[config.mk]
export PLATFORM = sky130hd
export DESIGN_NAME = conv5_pool
export DESIGN_NICKNAME = d
export VERILOG_FILES = /design/src/rtl/conv5_pool.sv
export SDC_FILE = /design/constraint.sdc
export NUM_CORES = 1
export LEC_CHECK = 0
export CAP_MARGIN = 20
export CORE_ASPECT_RATIO = 1.2
export CORE_MARGIN = 5
export CORE_UTILIZATION = 50
export CTS_BUF_LIST = sky130_fd_sc_hd__clkbuf_4
export DETAILED_ROUTE_END_ITERATION = 8
export PLACE_DENSITY = 0.77
export SLEW_MARGIN = 10
export SYNTH_ARGS = -nofsm -noshare
export SYNTH_HDL_FRONTEND = slang
export SYNTH_SLANG_ARGS = --single-unit
[constraint.sdc]
create_clock -name clk -period 2.7 [get_ports clk]
set_input_delay 0.54 -clock clk [delete_from_list [all_inputs] [get_ports clk]]
set_output_delay 0.54 -clock clk [all_outputs]
set_load 0.05 [all_outputs]
[src/rtl/conv5_pool.sv]
// 2x2 stride-2 pooling over one 2-row bank of the conv-layer-2 ping-pong buffer.
// Max pooling by default; define CONV5_POOL_AVG_EN for floor-average pooling.
module conv5_pool #(
    parameter int DATA_W = 8,
    parameter int COLS   = 8,
    parameter int ADDR_W = 7
) (
    input  logic              clk,
    input  logic              rst,
    input  logic [1:0]        bank_full,
    output logic [1:0]        bank_release,
    output logic              rd_en,
    output logic [ADDR_W-1:0] rd_addr,
    input  logic [DATA_W-1:0] rd_data,
    output logic              pool_valid,
    output logic [DATA_W-1:0] pool_data,
    input  logic              pool_ready
);

    localparam int WIN_W = (COLS > 2) ? $clog2(COLS / 2) : 1;
    localparam logic [WIN_W-1:0] WIN_LAST = WIN_W'(COLS / 2 - 1);
`ifdef CONV5_POOL_AVG_EN
    localparam int ACC_W = DATA_W + 2;
`else
    localparam int ACC_W = DATA_W;
`endif

    typedef enum logic [2:0] {
        S_IDLE = 3'd0,
        S_RD0  = 3'd1,
        S_RD1  = 3'd2,
        S_RD2  = 3'd3,
        S_RD3  = 3'd4,
        S_LAST = 3'd5,
        S_EMIT = 3'd6
    } state_t;

    state_t              state_q;
    logic                cur_bank_q;
    logic [WIN_W-1:0]    win_q;
    logic [ACC_W-1:0]    acc_q;
    logic [1:0]          bank_release_q;
    logic                rd_en_q;
    logic [ADDR_W-1:0]   rd_addr_q;
    logic                pool_valid_q;
    logic [DATA_W-1:0]   pool_data_q;
    logic [WIN_W-1:0]    win_d;

    // Element e of window w: row e[1], column 2w + e[0].
    function automatic logic [ADDR_W-1:0] elem_addr(input logic bank,
                                                    input logic [WIN_W-1:0] w,
                                                    input logic [1:0] e);
        logic [ADDR_W-1:0] base;
        base = bank ? ADDR_W'(2 * COLS) : {ADDR_W{1'b0}};
        if (e[1]) begin
            base = base + ADDR_W'(COLS);
        end else begin
            base = base;
        end
        return base + ADDR_W'({w, e[0]});
    endfunction

    function automatic logic [ACC_W-1:0] fold(input logic [ACC_W-1:0] a,
                                              input logic [DATA_W-1:0] d);
`ifdef CONV5_POOL_AVG_EN
        return a + ACC_W'(d);
`else
        return (d > a) ? d : a;
`endif
    endfunction

    function automatic logic [DATA_W-1:0] reduce(input logic [ACC_W-1:0] a);
`ifdef CONV5_POOL_AVG_EN
        return DATA_W'(a >> 2);
`else
        return a;
`endif
    endfunction

    // Next window index, used when the EMIT handshake moves on within a bank.
    always_comb begin
        win_d = win_q + WIN_W'(1);
    end

    // Control FSM, read sequencing, accumulation and registered outputs.
    always_ff @(posedge clk) begin
        if (!rst) begin
            state_q        <= S_IDLE;
            cur_bank_q     <= 1'b0;
            win_q          <= {WIN_W{1'b0}};
            acc_q          <= {ACC_W{1'b0}};
            bank_release_q <= 2'b00;
            rd_en_q        <= 1'b0;
            rd_addr_q      <= {ADDR_W{1'b0}};
            pool_valid_q   <= 1'b0;
            pool_data_q    <= {DATA_W{1'b0}};
        end else begin
            bank_release_q <= 2'b00;
            case (state_q)
                S_IDLE: begin
                    if (bank_full[cur_bank_q]) begin
                        win_q     <= {WIN_W{1'b0}};
                        rd_en_q   <= 1'b1;
                        rd_addr_q <= elem_addr(cur_bank_q, {WIN_W{1'b0}}, 2'd0);
                        state_q   <= S_RD0;
                    end
                end
                S_RD0: begin
                    rd_addr_q <= elem_addr(cur_bank_q, win_q, 2'd1);
                    state_q   <= S_RD1;
                end
                S_RD1: begin
                    acc_q     <= ACC_W'(rd_data);
                    rd_addr_q <= elem_addr(cur_bank_q, win_q, 2'd2);
                    state_q   <= S_RD2;
                end
                S_RD2: begin
                    acc_q     <= fold(acc_q, rd_data);
                    rd_addr_q <= elem_addr(cur_bank_q, win_q, 2'd3);
                    state_q   <= S_RD3;
                end
                S_RD3: begin
                    acc_q   <= fold(acc_q, rd_data);
                    rd_en_q <= 1'b0;
                    state_q <= S_LAST;
                end
                S_LAST: begin
                    // Element 3 arrives now; fold it straight into the output register.
                    pool_data_q  <= reduce(fold(acc_q, rd_data));
                    pool_valid_q <= 1'b1;
                    state_q      <= S_EMIT;
                end
                S_EMIT: begin
                    if (pool_ready) begin
                        pool_valid_q <= 1'b0;
                        if (win_q != WIN_LAST) begin
                            win_q     <= win_d;
                            rd_en_q   <= 1'b1;
                            rd_addr_q <= elem_addr(cur_bank_q, win_d, 2'd0);
                            state_q   <= S_RD0;
                        end else begin
                            bank_release_q[cur_bank_q] <= 1'b1;
                            cur_bank_q                 <= ~cur_bank_q;
                            state_q                    <= S_IDLE;
                        end
                    end
                end
                default: begin
                    rd_en_q      <= 1'b0;
                    pool_valid_q <= 1'b0;
                    state_q      <= S_IDLE;
                end
            endcase
        end
    end

    assign bank_release = bank_release_q;
    assign rd_en        = rd_en_q;
    assign rd_addr      = rd_addr_q;
    assign pool_valid   = pool_valid_q;
    assign pool_data    = pool_data_q;

endmodule

Yosys cells after proc, flatten, opt, wreduce, memory -nomap -nowiden --
Cells that the tools add are included.
Storage, ports and cells: input bits 13, flip-flop bits (word level) 33, logic and storage cells 85, output and inout port bits 19
Cells by class: mux-type cells 35, equal/unequal tests 10, reduce and logical (&&, ||, !) cells 15, add/sub/neg operators 6, bitwise gates (word level) 7, magnitude comparators 3
Operators by type and width (count):
- 2-to-1 mux 7 bit | 13
- case mux 7 bit (5 select lines) | 1
- adder 7 x 3 -> 7 bit | 4
- case mux 3 bit (7 select lines) | 1
- case mux 8 bit (2 select lines) | 1
- AND reduction 4 bit | 3
- == test 3 bit (second input constant) | 3
- > comparator 8 bit | 1
- 2-to-1 mux 1 bit | 8
- 2-to-1 mux 8 bit | 1
- inequality test 2 bit (second input constant) | 4
- OR reduction 4 bit | 2
- adder 7 x 4 -> 7 bit (second input constant) | 1
- NOT 1 bit | 7
- == test 3 x 2 -> 1 bit (second input constant) | 2
- 2-to-1 mux 2 bit | 3
- 2-to-1 mux 3 bit | 2
- case mux 1 bit (3 select lines) | 2
- 2-to-1 mux 5 bit | 1
- nonzero test 5 bit | 1
- OR reduction 5 bit | 1
- case mux 2 bit (2 select lines) | 1
- AND reduction 2 bit | 2
- nonzero test 2 bit | 2
- 9 further kinds | 9

Longest topological paths before layout --
depth in word-level cells 9, mapped depth 8, depth with buffers taken out 7

Worst setup path after synthesis --
No wires, ideal clock.
kind in2reg, start in rd_data[5], end reg acc_q[0], slack 0.530 ns, buffers on the path 1, cell stages on the path 7, required time 2.628 ns, library setup time 0.072 ns, arrival 2.099 ns, cells stage by stage ha_1 -> a211oi_1 -> nor2_1 -> nor4_4 -> o32a_1 -> buf_4 -> mux2i_1
On the way: cells in the longest elaborated chain, start to end 3
RTL lines:
- start, declared | RTL line 14 | input logic [DATA_W-1:0] rd_data,
- > comparator 8 bit | RTL line 68 | return (d > a) ? d : a;
- 2-to-1 mux 8 bit
- case mux 8 bit (2 select lines)
- end signal, assigned | RTL line 91 | acc_q <= {ACC_W{1'b0}};
- end signal, assigned | RTL line 113 | acc_q <= ACC_W'(rd_data);
- end signal, assigned | RTL line 118 | acc_q <= fold(acc_q, rd_data);
- end, declared | RTL line 41 | logic [ACC_W-1:0] acc_q;
No other way between the ends. A chain may end at the register's enable or synchronous reset.

Final worst setup path --
start in rd_data[5], end reg acc_q[1]
The elaborated chain is that of the path after synthesis.

==> impl_results.md <==
- Outcome: complete, no violations
- P_leak: 0.8419 nW
- GRT Overall Usage: 0.1728
- Max clock buf depth: 2
- Synth-to-Final Area Change: 25.28%
- Root buffer selected by CTS: clkbuf_4
- Resize count post-CTS: 0
- Antenna viol nets, final: 0
- Final setup TNS: 0 ps
- Peak VDD IR: 0.3443 mV
- Hpwl dp: 2.744 mm
- Placed insts: 267
- GR Overflow Total: 0
- Crit path time final: 2367 ps
- Largest family of logic cells by synthesized area: simple AND/OR/NAND/NOR gates
- Port Buf Inserts: 29
- Total CTS buffers: 5
- Core area: 3281 µm²
- Clock Latency Late Sink: 330 ps
- CP required: 2970 ps
- Hold crit path type: flop to flop
- CTS H-tree lvls: 2
- Post-synthesis mux area share: 0.06622
- CP bufs+invs: 3
- Reg2reg end: acc_q[1]
- Crit Path Class: input port to flop
- CTS tree: yes
- Hold Crit Start: acc_q[2]
- Delay-heaviest family, CP: buffers and inverters
- Post-layout power: 1.036 mW
- Via count: 1497
- Max frequency: 0.4225 GHz
- Routability cong.: 0.8308
- Post-Place Cell Area: just over 2000 µm²
- Vias per cell: 5.464
- Drt wl/cell: 13.17 µm
- Clock transition at path regs: 90 ps
- Vias in the first global route: 1432
- Pwr Density: approximately 500 nW/µm²
- Yosys warning count: 0
- Xor/xnor share of the synthesized area: 0.005267
- Critical Path Source Type: input port
- Final std cells w/o fill: around 270
- Hold slack: 485.7 ps
- Nets: 259
- Flop-to-flop setup slack: roughly 570 ps
- Post-synth cell types: 41
- Slowest stage cell, crit path: clkdlybuf4s50_1
- CTS Sinks: 31
- Die span in y: 73.18 µm
- CP endpoint kind: flop
- Post-route clock period utilization: 0.8767
- Hold-fix buffers, CTS: 0
- Max Slew Vio Count: 0
- N_diodes: 0
- # IOs: 32
- Worst-Margin Slew: 514.6 ps
- Top-area cell type share of the netlist area: 0.3732
- Initial Utilization: 0.5069
- R2R depth: 9
- Top cell by count, worst path: buf_4
- Simple-gate share of the synthesized area: 0.2152
- Final worst setup slack: ~330 ps
- Yosys top cell by area: dfxtp_1
- Critical Path Fanout Max: 4
- Postcts setup bufs: 0
- Standard-cell rows: 23
- CP Depth: 9
- Clock skew: 7.607 ps
- Crit path largest cell delay: 420 ps
- Largest net degree at the start of global routing: 40
- Share of cells above drive strength 1: 0.1013
- Final WL: 3.608 mm
- Die area: around 4600 µm²
- R2r startpoint: acc_q[5]
- Commonest non-fill, non-tap cell in the layout: dfxtp_1
- Unrepaired setup endpoints after global routing: no
- Remaining DRCs: 0
- Synth Cell Area: between 1500 and 2000 µm²
- Max_cap viols: 0
- Most frequent cells in the layout: dfxtp_1 (31), clkdlybuf4s50_1 (29), o21ai_0 (25)
- Initial DRT Pass Iterations: 4
- Slew headroom: 0.6559
- Final core utilization: 0.6350
- Syn_area_per_cell: 8.273 µm²
- First-pass GRT wire length: approximately 6.4 mm
- Final instance area: 2083 µm²
- Synth Area in Adders: 0.06772
- Place WS: -32.59 ps
- Synth top area cells: dfxtp_1 (37%), o21ai_0 (7.5%), ha_1 (6.8%), mux2i_1 (6.6%), nand2_1 (5.4%)
- Initial DRC Count: 61
- Worst path cell trace: clkdlybuf4s50_1 > ha_1 > a211oi_1 > nor2_1 > buf_4 > nor4_4 > o32a_1 > buf_4 > mux2i_1
- Setup violators final: 0
- Chip width: 62.65 µm
- Sequential fraction of the synthesis area: 0.3732
- Post-synthesis register bit count: 31
- CP arrival: roughly 2600 ps
- Cells after synthesis: between 200 and 250
- WHS Endpoint: acc_q[2]
- Hold depth: 2
- Initial antenna violation count: 0
- Synth Area in Compound Gates: 0.2002
- Final Hold Fails: 0
## report_power, final
| group | internal (mW) | switching [mW] |
|---|---|---|
| Clock | 0.0920 | 0.156 |
| Sequential | 0.481 | 0.0256 |
| Combinational | 0.124 | 0.157 |
| Total | 0.697 | 0.339 |
## metal layers
| metal | vias to the layer above | routed length [µm] | GRT usage |
|---|---|---|---|
| met3 | 6 | 228 | 0.04777 |
| li1 | 778 | - | - |
| met5 | - | 0 | 0 |
| met2 | 43 | 1845 | 0.3122 |
| met4 | 0 | 53 | 0.07311 |
| met1 | 670 | 1480 | 0.1894 |
## worst min-delay path: cells and delay by family, from the launching register on
kind,cells,cell delay (ps)
DFF,1,330
muxes,1,60
and+or+nand+nor,1,60
## worst max-delay path by stage
stage / slack, ps / endpoint / from
floorplan: 530 / acc_q[0] / rd_data[5]
global placement: 9 / pool_data[2] / rd_data[5]
detailed placement: -30 / acc_q[1] / rd_data[5]
CTS: 310 / acc_q[1] / rd_data[5]
global route: 140 / acc_q[3] / rd_data[5]
finish: 330 / acc_q[1] / rd_data[5]
## registers in the layout, indices dropped and copies added (netlist names)
register      count
state_q           3
pool_valid        1
rd_en             1
win_q             2
rd_addr           5
cur_bank_q        1
acc_q             8
bank_release      2
pool_data         8
## cells in the mapped netlist, drive strengths merged
cell type  instances
a2111o             1
a211oi             1
a21boi             3
a21o               1
a21oi              5
a222oi             1
a22oi              4
a31oi              8
and2               4
and2b              1
and3               2
buf                7
clkbuf             8
conb               1
dfxtp             31
ha                 9
inv               12
mux2i             11
nand2             24
nand2b             3
nand3              8
nand4              2
nor2               5
nor2b             10
nor3               3
nor4               2
o211a              1
o211ai             1
o21a               1
o21ai             25
o32a               1
o32ai              1
or2                1
or4                2
xor2               1
## cell families after synthesis
| family | count (synthesis) |
|---|---|
| DFF | 31 |
| other | 1 |
| muxes | 11 |
| and+or+nand+nor | 67 |
| adders and majority gates | 9 |
| xor gates and xnor gates | 1 |
| buffers and inverters | 27 |
| AOI/OAI and AO/OA | 54 |
## area by class of cell
type / instances / area (µm²)
Fill cell: 316 / 1197
Multi-Input combinational cell: 144 / 929.6
Sequential cell: 31 / 620.6
Timing Repair Buffer: 43 / 395.4
Tap cell: 37 / 46.29
Inverter: 12 / 45.04
Clock buffer: 5 / 37.54
Clock inverter: 2 / 8.758
Note: power is estimated with default switching activity, not from simulation.
